### config.mk
export PLATFORM = sky130hd
export DESIGN_NAME = mem_stage_access
export DESIGN_NICKNAME = d
export VERILOG_FILES = /design/src/rtl/mem_stage_pkg.sv /design/src/rtl/mem_access_timer.sv /design/src/rtl/mem_stage_access.sv
export SDC_FILE = /design/constraint.sdc
export NUM_CORES = 1
export LEC_CHECK = 0
export ABC_AREA = 1
export BUFFER_PORTS_ARGS = -buffer_cell sky130_fd_sc_hd__buf_2
export CAP_MARGIN = 25
export CORE_AREA = 2 2 186 188
export DETAILED_ROUTE_END_ITERATION = 8
export DIE_AREA = 0 0 188 190
export PLACE_DENSITY = 0.68
export SETUP_SLACK_MARGIN = 0.1
export SLEW_MARGIN = 20
export SYNTH_ARGS = -nofsm -noshare
export SYNTH_HDL_FRONTEND = slang
export SYNTH_SLANG_ARGS = --single-unit
### constraint.sdc
create_clock -name clk -period 2.1 [get_ports clk]
set_clock_uncertainty 0.1 [all_clocks]
set_input_delay 0.42 -clock clk [delete_from_list [all_inputs] [get_ports clk]]
set_output_delay 0.42 -clock clk [all_outputs]
set_load 0.05 [all_outputs]
### src/rtl/mem_stage_pkg.sv
// Shared types and constants for the MEM-stage memory access block.
package mem_stage_pkg;

    localparam int unsigned XLEN_DEF   = 64;
    localparam int unsigned ALIGN_BITS = 3;

    typedef enum logic [1:0] {
        IDLE = 2'd0,
        BUSY = 2'd1,
        DONE = 2'd2
    } mem_state_t;

endpackage

### src/rtl/mem_access_timer.sv
// Counts BUSY cycles of an outstanding data-memory access and flags the abort cycle.
module mem_access_timer #(
    parameter int unsigned TIMEOUT_CYC = 16
) (
    input  logic clk,
    input  logic rst_n,
    input  logic clear,
    input  logic en,
    output logic expired_c
);

    localparam int unsigned CNT_W = $clog2(TIMEOUT_CYC);

    logic [CNT_W-1:0] cnt;

    always_ff @(posedge clk or negedge rst_n) begin
        if (!rst_n) begin
            cnt <= '0;
        end else if (clear) begin
            cnt <= '0;
        end else if (en) begin
            cnt <= cnt + CNT_W'(1);
        end
    end

    // Last BUSY cycle allowed: the access is aborted on this edge.
    assign expired_c = en && (cnt == CNT_W'(TIMEOUT_CYC - 1));

endmodule

### src/rtl/mem_stage_access.sv
// MEM stage: runs EX/MEM loads/stores on a req/ack data memory, stalls the pipe
// while outstanding and drives the MEM/WB register.
module mem_stage_access
    import mem_stage_pkg::*;
#(
    parameter int unsigned XLEN        = XLEN_DEF,
    parameter int unsigned TIMEOUT_CYC = 16
) (
    input  logic            clk,
    input  logic            rst_n,
    input  logic            mem_read,
    input  logic            mem_write,
    input  logic            reg_write,
    input  logic            mem_to_reg,
    input  logic [4:0]      addr_wr_reg,
    input  logic [XLEN-1:0] alu_result,
    input  logic [XLEN-1:0] data_write_mem,
    output logic            dmem_req,
    output logic            dmem_we,
    output logic [XLEN-1:0] dmem_addr,
    output logic [XLEN-1:0] dmem_wdata,
    input  logic [XLEN-1:0] dmem_rdata,
    input  logic            dmem_ack,
    output logic            stall,
    output logic            wb_reg_write,
    output logic            wb_mem_to_reg,
    output logic [4:0]      wb_addr_wr_reg,
    output logic [XLEN-1:0] wb_result,
    output logic [XLEN-1:0] wb_read_data,
    output logic            err_misaligned,
    output logic            err_timeout
);

    mem_state_t state, state_next;

    logic            access_c;
    logic            aligned_c;
    logic            start_c;
    logic            misalign_c;
    logic            timer_en_c;
    logic            expired_c;
    logic            ack_take_c;
    logic            abort_c;

    logic            lat_load;
    logic            lat_reg_write;
    logic            lat_mem_to_reg;
    logic [4:0]      lat_rd;
    logic [XLEN-1:0] lat_rdata;

    assign access_c  = mem_read | mem_write;
    assign aligned_c = (alu_result[ALIGN_BITS-1:0] == '0);

    mem_access_timer #(
        .TIMEOUT_CYC(TIMEOUT_CYC)
    ) u_timer (
        .clk       (clk),
        .rst_n     (rst_n),
        .clear     (start_c),
        .en        (timer_en_c),
        .expired_c (expired_c)
    );

    always_ff @(posedge clk or negedge rst_n) begin
        if (!rst_n) begin
            state <= IDLE;
        end else begin
            state <= state_next;
        end
    end

    // Next state and per-cycle control; abort wins over an ack in the same cycle.
    always_comb begin
        state_next = state;
        stall      = 1'b0;
        start_c    = 1'b0;
        misalign_c = 1'b0;
        timer_en_c = 1'b0;
        ack_take_c = 1'b0;
        abort_c    = 1'b0;
        case (state)
            IDLE: begin
                if (access_c) begin
                    if (aligned_c) begin
                        start_c    = 1'b1;
                        stall      = 1'b1;
                        state_next = BUSY;
                    end else begin
                        misalign_c = 1'b1;
                    end
                end
            end
            BUSY: begin
                stall      = 1'b1;
                timer_en_c = 1'b1;
                if (expired_c) begin
                    abort_c    = 1'b1;
                    state_next = DONE;
                end else if (dmem_ack) begin
                    ack_take_c = 1'b1;
                    state_next = DONE;
                end
            end
            DONE: begin
                state_next = IDLE;
            end
            default: begin
                state_next = IDLE;
            end
        endcase
    end

    // Memory request and access latches; both-set access is treated as a store.
    always_ff @(posedge clk or negedge rst_n) begin
        if (!rst_n) begin
            dmem_req       <= 1'b0;
            dmem_we        <= 1'b0;
            dmem_addr      <= '0;
            dmem_wdata     <= '0;
            lat_load       <= 1'b0;
            lat_reg_write  <= 1'b0;
            lat_mem_to_reg <= 1'b0;
            lat_rd         <= '0;
            lat_rdata      <= '0;
            err_timeout    <= 1'b0;
            err_misaligned <= 1'b0;
        end else begin
            err_timeout    <= abort_c;
            err_misaligned <= misalign_c;
            if (start_c) begin
                dmem_req       <= 1'b1;
                dmem_we        <= mem_write;
                dmem_addr      <= alu_result;
                dmem_wdata     <= data_write_mem;
                lat_load       <= mem_read & ~mem_write;
                lat_reg_write  <= reg_write;
                lat_mem_to_reg <= mem_to_reg;
                lat_rd         <= addr_wr_reg;
                lat_rdata      <= '0;
            end
            if (ack_take_c || abort_c) begin
                dmem_req <= 1'b0;
            end
            if (ack_take_c && lat_load) begin
                lat_rdata <= dmem_rdata;
            end
            if (abort_c) begin
                lat_reg_write <= 1'b0;
            end
        end
    end

    // MEM/WB register: bubble while stalled, latched result on DONE, pass-through otherwise.
    always_ff @(posedge clk or negedge rst_n) begin
        if (!rst_n) begin
            wb_reg_write   <= 1'b0;
            wb_mem_to_reg  <= 1'b0;
            wb_addr_wr_reg <= '0;
            wb_result      <= '0;
            wb_read_data   <= '0;
        end else if (stall) begin
            wb_reg_write <= 1'b0;
        end else if (state == DONE) begin
            wb_reg_write   <= lat_reg_write;
            wb_mem_to_reg  <= lat_mem_to_reg;
            wb_addr_wr_reg <= lat_rd;
            wb_result      <= dmem_addr;
            wb_read_data   <= lat_rdata;
        end else begin
            wb_reg_write   <= reg_write & ~misalign_c;
            wb_mem_to_reg  <= mem_to_reg;
            wb_addr_wr_reg <= addr_wr_reg;
            wb_result      <= alu_result;
            wb_read_data   <= '0;
        end
    end

endmodule

==> results of run 1 <==
-- repair_timing --
item	CTS	global route
endpoints found under the hold margin	108	0
gates resized for setup	9	1
buffers inserted	3	1
hold buffers	60	0
pin swaps	3	2
endpoints found under the setup margin	1	4
-- kinds of logic (layout without fill, tap and decap cells) --
kind of cell | Yosys count | in the layout | share of synthesized area
simple gates | 970 | 970 | 0.270
flops | 345 | 345 | 0.619
buf+inv | 175 | 714 | 0.0588
compound gates | 142 | 142 | 0.0511
fa+ha+maj | 1 | 1 | 0.000897
xor+xnor | 1 | 1 | 0.000628
other cells | 0 | 5 | 0
-- tightest hold or removal path, stage by stage --
cell	delay, ns
buf_2	0.08
nand2_1	0.04
nand2_1	0.05
-- final timing paths --
| kind | end | cells after the start | slack, ns |
|---|---|---|---|
| max | stall | 6 | 0.12 |
| min | lat_rdata[26] | 3 | 0.01 |
| max reg2reg | dmem_addr[34] | 8 | 0.24 |
| min reg2reg | dmem_wdata[42] | 2 | 0.36 |
| max in group asynchronous | dmem_addr[26] | 3 | 0.82 |
| min in group asynchronous | wb_read_data[38] | 2 | 0.34 |
-- power groups by stage --
stage          Combinational, mW  Clock, mW  Sequential (mW)
3_3_place_gp                6.16          0             8.56
5_1_grt                     6.73       6.72             8.66
2_1_floorplan               1.33          0             11.6
3_5_place_dp                6.24          0             8.60
6_report                    6.31       6.30             8.52
4_1_cts                     6.36       6.44             8.51
-- area by class of cell --
type / count / area share
clock buffers: 59 / 0.0593
flip-flops and latches: 345 / 0.460
diodes: 5 / 0.000667
repair buffers: 568 / 0.188
inverters: 83 / 0.0166
multi-input cells: 1114 / 0.242
clock inverters: 4 / 0.00253
well taps: 455 / 0.0303
-- metal layers --
metal / global-route usage / wire (um)
met1: 0.273 / 15700
met2: 0.378 / 20000
met3: 0.0481 / 2920
met4: 0.0939 / 1710
met5: 0 / 0
-- placed cells by master, fill, tap and decap left out, drive strengths merged, types with 3 or more instances in the layout --
cell         instances
o21ai              138
diode                5
nor2                14
dlygate4sd3         60
nand3               70
a21oi                3
buf                508
nand2              884
inv                 83
dfrtp              345
clkbuf              59
-- per-stage QoR --
step	instance area [um2]	instances	setup WS, ns	total power [mW]	hold WS, ns
floorplan	14000	1634	0.396	12.9	0.0244
global placement	16900	2501	0.0284	14.7	0.314
detailed placement	16900	2501	-0.0228	14.8	0.310
CTS	18700	2627	0.0629	21.3	0.0000296
global route	18800	2630	0.0634	22.1	0.00995
finish	18800	2633	0.117	21.1	0.0127
==> flow_metrics.env, run 1 <==
export IMPL_relSlewSlack=0.456
export IMPL_synthTopCellsByArea="dfrtp_1, nand2_1, o21ai_0"
export IMPL_multi_input_area_mm2=0.00455
export IMPL_cp_startpoint="state[0]"
export IMPL_insertion_delay_ns=0.51
export IMPL_p_leak_nw=10.8
export IMPL_synth_edff_count=0
export IMPL_seqCellArea_mm2=0.00863
export IMPL_ys_seq_elements=345
export IMPL_ys_flop_type="dfrtp_1"
export IMPL_final_hold_viol_count=0
export IMPL_drc=0
export IMPL_totalWireLength_um=40200
export IMPL_finalCriticalPeriod_ns=1.98
export IMPL_boundaryPins=472
export IMPL_grt_pass1_wl_um=64200
export IMPL_async_reset_ff_frac=1.00
export IMPL_grt_pass1_vias=12200
export IMPL_cts_sinks=345
export IMPL_gp_congestion=0.861
export IMPL_setup_viol=0
export IMPL_pwr_share_seq=0.403
export IMPL_critPathMaxFanout=2
export IMPL_rsz0062_at_grt="yes"
export IMPL_max_freq_mhz=504
export IMPL_cp_required_ns=1.58
export IMPL_yosysMostFrequentCell="nand2_1"
export IMPL_min_path_type="input pin to flip-flop"
export IMPL_antenna_found_initial=4
export IMPL_reg2reg_from="state[0]"
export IMPL_yosys_warnings=0
export IMPL_clockBufferDepth=3
export IMPL_grt_max_degree=196
export IMPL_status="completed"
export IMPL_clkPwrFrac=0.298
export IMPL_dieArea_mm2=0.0357
export IMPL_finalMaxSlewViolations=0
export IMPL_min_from="dmem_rdata[26]"
export IMPL_ctsHtreeMaxLevel=2
export IMPL_worstPathCellList="inv_2, nand2_2, nor2_4, nand2_8, nand2_8, buf_12"
export IMPL_maxCapViolCount=0
export IMPL_cts_tree="done"
export IMPL_crit_slowest_cell="dfrtp_2"
export IMPL_ant_nets=0
export IMPL_final_layout_size_suffix_gt1_frac=0.263
export IMPL_vias=12500
export IMPL_track_usage=0.222
export IMPL_tns_ns=0
export IMPL_p_sw_mw=8.09
export IMPL_cpPeakStageDelay_ns=0.40
export IMPL_cts_buffers=38
export IMPL_crit_buf_inv=2
export IMPL_ys_types=22
export IMPL_criticalPathCategory="flip-flop to output port"
export IMPL_yosysTopAreaCell="dfrtp_1"
export IMPL_utilization=0.553
export IMPL_worstMarginPinSlew_ns=0.816
export IMPL_ys_seq_area_frac=0.619
export IMPL_crit_path_frequent_cell="nand2_8"
export IMPL_die_height_um=190
export IMPL_internal_power_mw=13.0
export IMPL_fillerInstances=3088
export IMPL_path_clk_slew_ns=0.06
export IMPL_syn2layout_area_growth_pct=34.5
export IMPL_netlist_area_mm2=0.0140
export IMPL_grt_overflow_total=0
export IMPL_core_mm2=0.0339
export IMPL_path_delay_family="flip-flops"
export IMPL_post_synth_top_area_fraction=0.619
export IMPL_start_kind="flip-flop"
export IMPL_cp_arrival_ns=1.46
export IMPL_hpwl_um=27400
export IMPL_first_pass_iters=5
export IMPL_ir_worst_vdd_mv=0.741
export IMPL_combPwrFrac=0.299
export IMPL_die_x_um=188
export IMPL_portBuffers=471
export IMPL_synth_nets=1839
export IMPL_initial_core_util=0.411
export IMPL_cts_root_buf="clkbuf_16"
export IMPL_power_density_mw_per_mm2=1130
export IMPL_viasPerCell=4.74
export IMPL_cp_end_kind="output port"
export IMPL_nets=2355
export IMPL_synth_cells=1634
export IMPL_finalCritPeriodShare=0.944
export IMPL_rows=68
export IMPL_swShare=0.383
export IMPL_avgSynthCellArea_um2=8.54
export IMPL_synthTopCellsByCount="nand2_1, dfrtp_1, o21ai_0"
export IMPL_wl_per_cell_um=15.3
export IMPL_first_iter_violations=731
Power figures use the tool's default switching activity.
==> inputs of run 2 (changes only) <==
- SETUP_SLACK_MARGIN: 0.1 -> 0.5
==> run 2 against run 1 <==
Against the previous run:
- routed wire length grew 12%
- largest power group unchanged
- final cell count rose by 3.0%
- via count rose by 5.3%
- critical endpoint unchanged
- total power is 4.0% higher
- critical path depth fell by 1
- flip-flop and latch count is the same
- register-to-register slack got worse by 0.08 ns
- worst hold slack about the same
- sequential share of layout area fell by 2.6 points
==> flow_metrics.env, run 2 (synthesis gave the netlist of run 1 again) <==
export IMPL_status="completed"
export IMPL_combPwrFrac=0.308
export IMPL_first_iter_violations=615
export IMPL_cp_end_kind="output port"
export IMPL_die_x_um=188
export IMPL_grt_pass1_vias=13200
export IMPL_dieArea_mm2=0.0357
export IMPL_tns_ns=0
export IMPL_track_usage=0.247
export IMPL_critPathMaxFanout=6
export IMPL_cts_tree="done"
export IMPL_rsz0062_at_grt="yes"
export IMPL_power_density_mw_per_mm2=1110
export IMPL_cts_buffers=39
export IMPL_crit_path_frequent_cell="buf_6"
export IMPL_totalWireLength_um=45100
export IMPL_syn2layout_area_growth_pct=42.5
export IMPL_mostFrequentLayoutCells="nand2_1, buf_2, dfrtp_1"
export IMPL_final_hold_viol_count=0
export IMPL_min_path_type="input pin to flip-flop"
export IMPL_finalMaxSlewViolations=0
export IMPL_vias=13200
export IMPL_clockBufferDepth=3
export IMPL_insertion_delay_ns=0.53
export IMPL_die_height_um=190
export IMPL_core_mm2=0.0339
export IMPL_ir_worst_vdd_mv=0.704
export IMPL_grt_max_degree=93
export IMPL_max_freq_mhz=492
export IMPL_cpPeakStageDelay_ns=0.42
export IMPL_antenna_found_initial=4
export IMPL_nets=2430
export IMPL_hpwl_um=27100
export IMPL_maxCapViolCount=0
export IMPL_internal_power_mw=13.6
export IMPL_viasPerCell=4.85
export IMPL_criticalPathCategory="flip-flop to output port"
export IMPL_cts_root_buf="clkbuf_16"
export IMPL_worstPathCellList="buf_6, nand2_2, buf_6, nand2_8, buf_8"
export IMPL_initial_core_util=0.411
export IMPL_final_layout_size_suffix_gt1_frac=0.282
export IMPL_path_delay_family="buffers and inverters"
export IMPL_wl_per_cell_um=16.6
export IMPL_rows=68
export IMPL_portBuffers=471
export IMPL_first_pass_iters=7
export IMPL_grt_pass1_wl_um=70200
export IMPL_swShare=0.382
export IMPL_path_clk_slew_ns=0.06
export IMPL_cp_required_ns=1.58
export IMPL_finalCritPeriodShare=0.967
export IMPL_ant_nets=0
export IMPL_ctsHtreeMaxLevel=2
export IMPL_p_leak_nw=11.3
export IMPL_grt_overflow_total=0
export IMPL_setup_viol=0
export IMPL_finalCriticalPeriod_ns=2.03
export IMPL_power_mw=22.0
export IMPL_clkPwrFrac=0.304
export IMPL_drc=0
export IMPL_pwr_share_seq=0.388
export IMPL_p_sw_mw=8.40
export IMPL_crit_slowest_cell="dfrtp_2"
export IMPL_worstMarginPinSlew_ns=0.462
export IMPL_cts_sinks=345
export IMPL_relSlewSlack=0.692
export IMPL_start_kind="flip-flop"
export IMPL_cp_arrival_ns=1.51
export IMPL_boundaryPins=472
export IMPL_gp_congestion=0.848
export IMPL_final_common_cell="nand2_1"
export IMPL_crit_buf_inv=3
[run 2: cell count changes in the layout (fill, tap and decap cells not counted), moves of 3 or more]
cell / previous run / this run
dlygate4sd3_1: 60 / 101
nand2_2: 1 / 21
nand2_1: 880 / 861
buf_6: 0 / 15
buf_4: 16 / 30
buf_16: 1 / 13
buf_12: 21 / 15
buf_2: 469 / 463
clkinv_2: 2 / 8
clkbuf_1: 16 / 11
clkbuf_8: 2 / 5
clkinv_4: 0 / 3
[run 2: layer usage]
metal  up-vias  GRT usage  share of wire
met5         -          0        0.00029
met4         2      0.130          0.053
met3       145     0.0480          0.067
met2       550      0.422           0.50
met1      6247      0.298           0.38
li1       6210          -              -
[run 2: what timing repair did]
item,4_1_cts,5_1_grt
pin swaps,5,7
buffers inserted,22,5
gates cloned,12,1
endpoints found under the hold margin,137,0
resized for setup,33,31
hold buffers,101,0
setup endpoints to repair,480,607
[run 2: final timing paths]
| path | to | slack [ns] | start | cells after the start |
|---|---|---|---|---|
| max reg2reg | wb_result[43] | 0.16 | state[1] | 13 |
| max | stall | 0.07 | state[0] | 5 |
| max in group asynchronous | state[0] | 0.87 | rst_n | 3 |
| min in group asynchronous | wb_read_data[48] | 0.29 | rst_n | 2 |
| min reg2reg | dmem_wdata[39] | 0.36 | dmem_wdata[39] | 2 |
| min | dmem_wdata[51] | 0.01 | data_write_mem[51] | 3 |
[run 2: worst register-to-register path, delay by kind of cell, from the launching register on]
family | cells | cell delay, ns
simple gates | 6 | 0.43
flops | 1 | 0.38
buf+inv | 7 | 0.93
[run 2: layout make-up]
class                           instances  area, um2
Antenna cell                            3       7.51
Clock buffer                           57       1140
Clock inverter                         13        126
Fill cell                            2944      14100
Inverter                               83        317
Multi-Input combinational cell       1114       4600
Sequential cell                       345       8630
Tap cell                              455        569
Timing Repair Buffer                  642       4500
[run 2: through the flow]
stage	instance area (um2)	setup slack [ns]	instances	hold WS, ns	util
3_5_place_dp	16800	0.164	2498	0.276	0.495
4_1_cts	19800	0.0461	2703	0.0000273	0.582
6_report	19900	0.0691	2712	0.0126	0.586
2_1_floorplan	14000	0.533	1634	0.0244	-
5_1_grt	19900	0.0245	2712	0.0115	0.586
3_3_place_gp	16800	0.173	2498	0.268	0.495
[run 2: power by group through the flow]
| stage | sequential (mW) | clock (mW) | combinational (mW) |
|---|---|---|---|
| after detailed placement | 8.59 | 0 | 6.21 |
| after CTS | 8.51 | 6.85 | 6.71 |
| final | 8.53 | 6.68 | 6.76 |
| after floorplan | 11.6 | 0 | 1.33 |
| after global placement | 8.56 | 0 | 6.13 |
| after global routing | 8.67 | 7.15 | 7.16 |
==> inputs of run 3 (changes only) <==
- HOLD_SLACK_MARGIN: not set -> 0.08
- TNS_END_PERCENT: not set -> 30
==> run 3 against run 2 <==
Against the previous run:
- critical path depth unchanged
- die area unchanged
- routed wire length grew 8.0%
- first-iteration DRC count increased by 17%
- non-clock buffer count rose by 97
- largest cell class unchanged
- setup slack improved by 0.016 ns
- maximum frequency rose by 0.78%
- largest power group unchanged
- highest routed layer is now met4
- clock power hardly changed
- count of clock-buffer cells in the layout unchanged
- critical endpoint unchanged
- sequential power hardly changed
==> flow_metrics.env, run 3 (synthesis gave the netlist of run 1 again) <==
export IMPL_fin_ws_ns=0.0848
export IMPL_ir_worst_vdd_mv=0.700
export IMPL_totalWireLength_um=48700
export IMPL_ctsHtreeMaxLevel=2
export IMPL_finalCriticalPeriod_ns=2.02
export IMPL_dieArea_mm2=0.0357
export IMPL_first_iter_violations=719
export IMPL_insertion_delay_ns=0.52
export IMPL_dp_slack_ns=0.164
export IMPL_antenna_found_initial=1
export IMPL_mostFrequentLayoutCells="nand2_1, buf_2, dfrtp_1"
export IMPL_min_from="alu_result[58]"
export IMPL_criticalPathCategory="flip-flop to output port"
export IMPL_vias=13800
export IMPL_boundaryPins=472
export IMPL_reg2reg_from="state[1]"
export IMPL_core_mm2=0.0339
export IMPL_first_pass_iters=6
export IMPL_final_common_cell="nand2_1"
export IMPL_fillerInstances=2740
export IMPL_maxCapViolCount=0
export IMPL_finalMaxSlewViolations=0
export IMPL_min_path_type="input pin to flip-flop"
export IMPL_portBuffers=471
export IMPL_cts_sinks=345
export IMPL_drc=0
export IMPL_grt_max_degree=93
export IMPL_cts_tree="done"
export IMPL_ff2ff_setup_slack_ns=0.15
export IMPL_rows=68
export IMPL_viasPerCell=4.91
export IMPL_cp_arrival_ns=1.50
export IMPL_ant_nets=0
export IMPL_grt_pass1_wl_um=72900
export IMPL_final_hold_viol_count=0
export IMPL_cp_end_kind="output port"
export IMPL_critPathMaxFanout=6
export IMPL_seqCellArea_mm2=0.00863
export IMPL_finalCritPeriodShare=0.960
export IMPL_cts_buffers=39
export IMPL_path_clk_slew_ns=0.06
export IMPL_relSlewSlack=0.705
export IMPL_nets=2527
export IMPL_clockBufferDepth=3
export IMPL_start_kind="flip-flop"
export IMPL_final_layout_size_suffix_gt1_frac=0.268
export IMPL_hpwl_um=27100
export IMPL_cp_startpoint="state[0]"
export IMPL_rsz0062_at_grt="yes"
export IMPL_track_usage=0.256
export IMPL_max_freq_mhz=496
export IMPL_setup_viol=0
export IMPL_grt_pass1_vias=13800
export IMPL_wl_per_cell_um=17.3
export IMPL_die_height_um=190
export IMPL_power_density_mw_per_mm2=1060
export IMPL_grt_overflow_total=0
export IMPL_gp_congestion=0.848
export IMPL_multi_input_area_mm2=0.00457
export IMPL_worstMarginPinSlew_ns=0.443
export IMPL_p_leak_nw=11.8
export IMPL_cts_root_buf="clkbuf_16"
export IMPL_cp_required_ns=1.58
export IMPL_status="completed"
export IMPL_tns_ns=0
export IMPL_die_x_um=188
export IMPL_syn2layout_area_growth_pct=50.5
export IMPL_initial_core_util=0.411
-- run 3: cell types whose count changed in the layout (fill, tap and decap cells not counted), sizes merged --
cell,change
clkbuf,+7
diode,-2
bufbuf,+3
buf,-2
dlygate4sd3,+89
-- run 3: per-stage QoR --
step / utilization / instance area, um2 / hold WS, ns / power (mW) / instances
after floorplan: - / 14000 / 0.0244 / 12.9 / 1634
after global placement: 0.495 / 16800 / 0.268 / 14.7 / 2498
after detailed placement: 0.495 / 16800 / 0.276 / 14.8 / 2498
after CTS: 0.608 / 20600 / 0.0803 / 22.2 / 2792
after global routing: 0.618 / 21000 / 0.107 / 23.2 / 2807
final: 0.618 / 21000 / 0.102 / 22.2 / 2807
-- run 3: worst paths after layout --
check,end,depth (start not counted)
hold / removal,dmem_addr[58],3
setup / recovery,stall,5
min in group asynchronous,wb_read_data[45],2
max in group asynchronous,dmem_wdata[41],3
setup reg to reg,wb_result[16],12
hold reg to reg,wb_read_data[16],2
-- run 3: critical path, cell delays in order (launching register included) --
cell and delay (ns):
dfrtp_2 0.41, buf_6 0.13, nand2_2 0.07, buf_6 0.14
nand2_8 0.07, buf_8 0.15
-- run 3: layer usage --
metal | share of wire | vias up | GRT usage
met5 | 0 | - | 0
met3 | 0.076 | 159 | 0.0500
met1 | 0.38 | 6490 | 0.305
li1 | - | 6405 | -
met4 | 0.052 | 0 | 0.135
met2 | 0.50 | 715 | 0.441
-- run 3: where the power goes --
group / total, mW / switching, mW / internal (mW)
Sequential: 8.55 / 0.727 / 7.82
Combinational: 6.95 / 5.07 / 1.89
Clock: 6.70 / 2.70 / 4.01
-- run 3: cell type report --
cell class	count	share of cell area
antenna	1	0.000119
clock buffer	57	0.0541
clock inverter	13	0.00602
inverter	83	0.0152
multi-input combinational	1114	0.217
sequential	345	0.411
tap	455	0.0271
timing repair buffer	739	0.269
-- run 3: repair_timing --
action | 4_1_cts | 5_1_grt
buffers inserted | 22 | 4
endpoints found under the hold margin | 233 | 0
hold buffers | 190 | 0
pin swaps | 5 | 6
endpoints found under the setup margin | 480 | 607
resized for setup | 33 | 26
cloned | 12 | 10
